## src/rtl/mm_sched_pkg.sv

```systemverilog
// rtl/mm_sched_pkg.sv - shared types and constants for the layer parameter scheduler
package mm_sched_pkg;

  typedef enum logic [1:0] {
    IDLE     = 2'd0,
    LOAD     = 2'd1,
    WAIT_OUT = 2'd2,
    DONE     = 2'd3
  } sched_state_e;

  localparam int SEG_W_BIAS      = 0;
  localparam int SEG_OUT_M       = 1;
  localparam int SEG_OUT_E       = 2;
  localparam int SEG_W           = 3;
  localparam int DEFAULT_NUM_SEG = 4;

endpackage

```

## src/rtl/axis_route_reg.sv

```systemverilog
// rtl/axis_route_reg.sv - one-entry routed output register with per-consumer valid
module axis_route_reg #(
  parameter  int D_W     = 32,
  parameter  int NUM_SEG = 4,
  localparam int SEG_IW  = $clog2(NUM_SEG)
) (
  input  logic               clk,
  input  logic               rst_n,
  input  logic               load_i,
  input  logic [D_W-1:0]     data_i,
  input  logic               last_i,
  input  logic [SEG_IW-1:0]  seg_i,
  input  logic [NUM_SEG-1:0] m_tready_i,
  output logic               ready_o,
  output logic               valid_o,
  output logic [D_W-1:0]     m_tdata_o,
  output logic               m_tlast_o,
  output logic [NUM_SEG-1:0] m_tvalid_o
);

  logic              valid_q;
  logic [D_W-1:0]    data_q;
  logic              last_q;
  logic [SEG_IW-1:0] seg_q;
  logic              drain;

  // Only the consumer currently addressed can drain the entry.
  assign drain   = valid_q & m_tready_i[seg_q];
  assign ready_o = ~valid_q | m_tready_i[seg_q];

  always_ff @(posedge clk) begin
    if (!rst_n) begin
      valid_q <= 1'b0;
      data_q  <= '0;
      last_q  <= 1'b0;
      seg_q   <= '0;
    end else if (load_i) begin
      valid_q <= 1'b1;
      data_q  <= data_i;
      last_q  <= last_i;
      seg_q   <= seg_i;
    end else if (drain) begin
      valid_q <= 1'b0;
      last_q  <= 1'b0;
    end
  end

  assign valid_o    = valid_q;
  assign m_tdata_o  = data_q;
  assign m_tlast_o  = last_q;
  assign m_tvalid_o = valid_q ? (NUM_SEG'(1) << seg_q) : '0;

endmodule

```

## src/rtl/mm_layer_param_sched.sv

```systemverilog
// rtl/mm_layer_param_sched.sv - routes the shared parameter stream to per-segment consumers, layer by layer
module mm_layer_param_sched
  import mm_sched_pkg::*;
#(
  parameter  int D_W     = 32,
  parameter  int NUM_SEG = DEFAULT_NUM_SEG,
  parameter  int LAYERS  = 12,
  parameter  int LEN_W   = 16,
  localparam int NL_W    = $clog2(LAYERS + 1),
  localparam int LYR_W   = $clog2(LAYERS),
  localparam int SEG_IW  = $clog2(NUM_SEG)
) (
  input  logic               clk,
  input  logic               rst_n,
  input  logic               start,
  input  logic [NL_W-1:0]    num_layers,
  input  logic               cfg_we,
  input  logic [SEG_IW-1:0]  cfg_addr,
  input  logic [LEN_W-1:0]   cfg_len,
  input  logic [D_W-1:0]     s_tdata,
  input  logic               s_tvalid,
  output logic               s_tready,
  output logic [D_W-1:0]     m_tdata,
  output logic               m_tlast,
  output logic [NUM_SEG-1:0] m_tvalid,
  input  logic [NUM_SEG-1:0] m_tready,
  input  logic               y_tvalid,
  input  logic               y_tready,
  input  logic               y_tlast,
  output logic [LYR_W-1:0]   layer,
  output logic               busy,
  output logic               done
);

  sched_state_e      state_q, state_d;
  logic [LEN_W-1:0]  len_q [NUM_SEG];
  logic [LEN_W-1:0]  cnt_q, cnt_d;
  logic [SEG_IW-1:0] cur_seg_q, cur_seg_d;
  logic [LYR_W-1:0]  layer_q, layer_d;
  logic [NL_W-1:0]   nl_q, nl_d;
  logic              sticky_q, sticky_d;

  logic [NUM_SEG-1:0] nz;
  logic               first_found, next_found;
  logic [SEG_IW-1:0]  first_idx, next_idx;
  logic [NL_W-1:0]    nl_clamped;
  logic               rr_ready, out_valid, s_hs, y_hs, beat_last, last_layer;

  // Lowest nonzero segment overall, and lowest nonzero segment above the current one.
  always_comb begin
    first_found = 1'b0;
    first_idx   = '0;
    next_found  = 1'b0;
    next_idx    = '0;
    for (int i = NUM_SEG - 1; i >= 0; i--) begin
      nz[i] = (len_q[i] != '0);
      if (nz[i]) begin
        first_found = 1'b1;
        first_idx   = SEG_IW'(i);
      end
      if (nz[i] && (i > int'(cur_seg_q))) begin
        next_found = 1'b1;
        next_idx   = SEG_IW'(i);
      end
    end
  end

  assign nl_clamped = (num_layers > NL_W'(LAYERS)) ? NL_W'(LAYERS) : num_layers;
  assign s_tready   = (state_q == LOAD) & rr_ready;
  assign s_hs       = s_tvalid & s_tready;
  assign y_hs       = y_tvalid & y_tready & y_tlast;
  assign beat_last  = (cnt_q == (len_q[cur_seg_q] - LEN_W'(1)));
  assign last_layer = ((NL_W'(layer_q) + NL_W'(1)) == nl_q);

  axis_route_reg #(
    .D_W     (D_W),
    .NUM_SEG (NUM_SEG)
  ) u_route (
    .clk        (clk),
    .rst_n      (rst_n),
    .load_i     (s_hs),
    .data_i     (s_tdata),
    .last_i     (beat_last),
    .seg_i      (cur_seg_q),
    .m_tready_i (m_tready),
    .ready_o    (rr_ready),
    .valid_o    (out_valid),
    .m_tdata_o  (m_tdata),
    .m_tlast_o  (m_tlast),
    .m_tvalid_o (m_tvalid)
  );

  always_comb begin
    state_d   = state_q;
    cnt_d     = cnt_q;
    cur_seg_d = cur_seg_q;
    layer_d   = layer_q;
    nl_d      = nl_q;
    sticky_d  = sticky_q;
    unique case (state_q)
      IDLE: begin
        sticky_d = 1'b0;
        if (start) begin
          if (nl_clamped == '0) begin
            state_d = DONE;
          end else begin
            nl_d      = nl_clamped;
            layer_d   = '0;
            cnt_d     = '0;
            cur_seg_d = first_idx;
            state_d   = first_found ? LOAD : WAIT_OUT;
          end
        end
      end
      LOAD: begin
        if (s_hs) begin
          if (beat_last) begin
            cnt_d = '0;
            if (next_found) cur_seg_d = next_idx;
            else            state_d   = WAIT_OUT;
          end else begin
            cnt_d = cnt_q + LEN_W'(1);
          end
        end
      end
      WAIT_OUT: begin
        // An output TLAST seen while a beat is still pending is held until it drains.
        if ((y_hs | sticky_q) && !out_valid) begin
          sticky_d = 1'b0;
          if (last_layer) begin
            state_d = DONE;
          end else begin
            layer_d   = layer_q + LYR_W'(1);
            cnt_d     = '0;
            cur_seg_d = first_idx;
            state_d   = first_found ? LOAD : WAIT_OUT;
          end
        end else if (y_hs) begin
          sticky_d = 1'b1;
        end
      end
      DONE: begin
        state_d = IDLE;
      end
      default: begin
        state_d = IDLE;
      end
    endcase
  end

  always_ff @(posedge clk) begin
    if (!rst_n) begin
      state_q   <= IDLE;
      cnt_q     <= '0;
      cur_seg_q <= '0;
      layer_q   <= '0;
      nl_q      <= '0;
      sticky_q  <= 1'b0;
      for (int i = 0; i < NUM_SEG; i++) len_q[i] <= '0;
    end else begin
      state_q   <= state_d;
      cnt_q     <= cnt_d;
      cur_seg_q <= cur_seg_d;
      layer_q   <= layer_d;
      nl_q      <= nl_d;
      sticky_q  <= sticky_d;
      if (cfg_we && (state_q == IDLE)) len_q[cfg_addr] <= cfg_len;
    end
  end

  assign layer = layer_q;
  assign busy  = (state_q != IDLE);
  assign done  = (state_q == DONE);

endmodule

```

## config.mk

```make
export PLATFORM = sky130hd
export DESIGN_NAME = mm_layer_param_sched
export DESIGN_NICKNAME = d
export VERILOG_FILES = /design/src/rtl/mm_sched_pkg.sv /design/src/rtl/axis_route_reg.sv /design/src/rtl/mm_layer_param_sched.sv
export SDC_FILE = /design/constraint.sdc
export NUM_CORES = 1
export LEC_CHECK = 0
export ABC_AREA = 1
export ABC_CLOCK_PERIOD_IN_PS = 3000
export CAP_MARGIN = 10
export CELL_PAD_IN_SITES_DETAIL_PLACEMENT = 2
export CELL_PAD_IN_SITES_GLOBAL_PLACEMENT = 2
export CORE_UTILIZATION = 31
export CTS_CLUSTER_SIZE = 25
export DETAILED_ROUTE_END_ITERATION = 8
export PLACE_DENSITY_LB_ADDON = 0.08
export SLEW_MARGIN = 10
export SYNTH_ARGS = -nofsm -noshare
export SYNTH_HDL_FRONTEND = slang
export SYNTH_SLANG_ARGS = --single-unit
```

## constraint.sdc

```tcl
create_clock -name clk -period 3 [get_ports clk]
set_clock_uncertainty 0.05 [all_clocks]
set_input_delay 0.6 -clock clk [delete_from_list [all_inputs] [get_ports clk]]
set_output_delay 0.6 -clock clk [all_outputs]
set_load 0.01 [all_outputs]
```

==> metrics.md <==
| Metric | Value |
|---|---|
| Status | `complete, no violations` |
| Post-CTS Hold Fix Bufs | `0` |
| Area leader, netlist | `edfxtp_1` |
| Vias/cell | `4.98` |
| Syn. warnings | `0` |
| Hold Path Class | `register to register` |
| Core Rows | `53` |
| I/O Pins | `110` |
| Largest net degree at the start of global routing | `39` |
| Initial antenna violation count | `0` |
| Post-synth top cells | `241 x nand2_1, 129 x nor2_1, 106 x nand3_1` |
| Starting DRT DRC Count | `294` |
| Clock sinks | `131` |
| CP max FO | `3` |
| Core area | `21,200 um^2` |
| Routed wire length per instance | `18.4 um` |
| Detailed Place HPWL | `17,900 um` |
| DIE HEIGHT | `150 um` |
| CP max stage delay | `0.54 ns` |
| VDD IR max | `381 uV` |
| CP Data Required Time | `2.35 ns` |
| RSZ-0062 raised after global routing | `false` |
| FF+latch count, synth | `131` |
| Drt total wl | `23,900 um` |
| Most frequent CP cell | `nand2_1` |
| Port buffer count | `109` |
| Main synth FF type | `dfxtp_1` |
| Vias | `6,476` |
| LEAKAGE | `3.62 nW` |
| Global router's overall resource usage | `0.222` |
| Slew Limit Headroom | `0.695` |
| CP max stage cell | `clkdlybuf4s50_1` |
| Clk slew on worst S/H paths | `0.07 ns` |
| Endpoints failing setup | `0` |
| Slew Viols, Final | `0` |
| Pre-CTS setup slack | `-0.00552 ns` |
| FFs w/ async S/R, synth | `0` |
| Die X | `150 um` |
| GR Overflow Total | `0` |
| Total nets after synthesis | `967` |
| Vias in the first global route | `7,048` |
| Final hold vios | `0` |
| DRT Pass-1 Iters | `4` |
| Worst setup margin | `0.184 ns` |
| Number of flops mapped to enable cells by yosys | `64` |
| Syn Area/Cell | `7.56 um^2` |
| Nets | `1,082` |
| Worst Tran Pin Value | `0.457 ns` |
| Total power | `6.99 mW` |
| DIE AREA | `22,500 um^2` |
| H-tree Lvls | `4` |
| GPL Wtd Cong | `0.762` |
| Final instance area | `8890 um^2` |
| Starting density of the core | `0.320` |
| Post-cts sizing count | `0` |
| Yosys top cell area share | `0.283` |
| Worst Hold Depth | `2` |
| Sequential share of the synthesized area | `0.480` |
| Arrival @ worst endpoint | `2.17 ns` |
| Maxcap violations | `0` |
| Critical Path Sink Type | `output pin` |
| Mapped Cells | `898` |
| R2R depth | `19` |
| Clock buffer count from CTS | `17` |
| Post-route clock period utilization | `0.939` |
| DP Area | `8240 um^2` |
| Distinct cells, synth | `41` |
| # DRC | `0` |
| Cell family with most CP delay | `buffers and inverters` |
| Setup CP Type | `primary input to output pin` |
| F_max | `0.355 GHz` |
| Most numerous cell in the Yosys netlist | `nand2_1` |
| Worst setup SP type | `primary input` |
| WP buf/inv | `3` |
| Clk root buf | `clkbuf_16` |
| Cell depth of the worst setup path | `8` |
| Fin crit period | `2.82 ns` |
| Share of cells above drive strength 1 | `0.0819` |
| Synth area leaders | `edfxtp_1 28%, dfxtp_1 20%, nand2_1 13%, nand3_1 7.8%, nor2_1 7.1%` |
| Skew-Pair Late Insertion Delay | `0.43 ns` |
| Global-route wire length before repair | `38,000 um` |
| Post-CTS setup buffers | `0` |
| TritonCTS clock tree | `yes` |
| Post-DRT Antenna Nets | `0` |
| P&R area growth vs syn | `30.9%` |
| Setup TNS | `0 ns` |
| Critical Path, Cell by Cell | `clkdlybuf4s50_1 > nand2_1 > a21oi_1 > nor2_1 > nand2_1 > nand2_1 > inv_2 > clkdlybuf4s50_1` |
| Clock Path Buffers | `2` |
| Diodes inserted | `0` |
| Synth Cell Area | `6790 um^2` |
| PwrDens | `787 nW/um^2` |
==> routing by layer <==
layer / track usage / wire length (um)
met5: 0 / 0
met4: 0.0631 / 289
met3: 0.0354 / 951
met2: 0.381 / 11700
met1: 0.288 / 11000
==> layout by cell type, fill, tap and decap left out, drive strengths merged, types with 5 or more instances in the layout <==
cell type	synthesis	routed
xor2	12	12
a21oi	55	55
dfxtp	67	67
clkbuf	22	17
clkinv	3	5
nand3	109	109
nand2	247	247
nor2	135	135
inv	86	96
edfxtp	64	64
nor3	23	23
xnor2	5	5
buf	12	21
nand4	10	10
o21ai	17	17
nor4	5	5
clkdlybuf4s50	0	109
a211oi	5	5
==> state kept, by name (all words and copies together), names as in the netlist, named ones only <==
name               count
cur_seg_q              2
len_q                 64
state_q                2
u_route.m_tlast_o      1
cnt_q                 16
u_route.m_tdata_o     32
nl_q                   4
sticky_q               1
u_route.seg_q          2
layer                  4
u_route.valid_o        1
==> cells by family (layout without fill, tap and decap cells) <==
| family | count (synthesis) | in the layout | share of synthesized area |
|---|---|---|---|
| compound gates | 85 | 85 | 0.0711 |
| flops | 131 | 131 | 0.480 |
| buf+inv | 123 | 251 | 0.0746 |
| fa+ha+maj | 3 | 3 | 0.00553 |
| mux | 1 | 1 | 0.00147 |
| xor+xnor | 18 | 18 | 0.0252 |
| simple gates | 537 | 537 | 0.342 |
==> report_power, final <==
part / switching, mW / leakage (nW) / internal, mW / total [mW]
Sequential: 0.201 / 1.21 / 2.11 / 2.31
Combinational: 1.54 / 2.10 / 0.901 / 2.44
Clock: 0.961 / 0.308 / 1.28 / 2.25
Total: 2.70 / 3.62 / 4.29 / 6.99
==> metrics by stage <==
step / utilization / instances / hold slack, ns
after floorplan: - / 898 / 0.382
after global placement: 0.388 / 1269 / 0.399
after detailed placement: 0.388 / 1269 / 0.408
after CTS: 0.418 / 1301 / 0.419
after global routing: 0.419 / 1301 / 0.435
final: 0.419 / 1301 / 0.416
==> final cells by class <==
type	instances	area, um^2
Timing Repair Buffer	130	1270
Tap cell	275	344
Clock buffer	17	425
Clock inverter	15	205
Inverter	89	334
Fill cell	2452	12300
Multi-Input combinational cell	644	3040
Sequential cell	131	3260
==> worst reg2reg max path: stages, from the launching register on <==
cell,delay (ns)
dfxtp_2,0.41
inv_2,0.11
buf_12,0.17
nand2_1,0.07
nand3_1,0.11
nand2_1,0.19
nand2_2,0.12
nor2_4,0.18
nand2_2,0.10
nand2_1,0.08
nand2_1,0.07
nand2_1,0.06
nand2_1,0.06
nor3_2,0.21
nand2_2,0.15
nand2_8,0.17
nand3_1,0.11
nand2_1,0.07
inv_1,0.05
nor2_1,0.11
==> final timing paths <==
path | start | end | slack [ns]
hold / removal | u_route.m_tdata_o[7] | u_route.m_tdata_o[7] | 0.42
hold reg to reg | u_route.m_tdata_o[7] | u_route.m_tdata_o[7] | 0.42
setup reg to reg | register | register | 0.27
setup / recovery | m_tready[3] | s_tready | 0.18
Power figures use the tool's default switching activity.
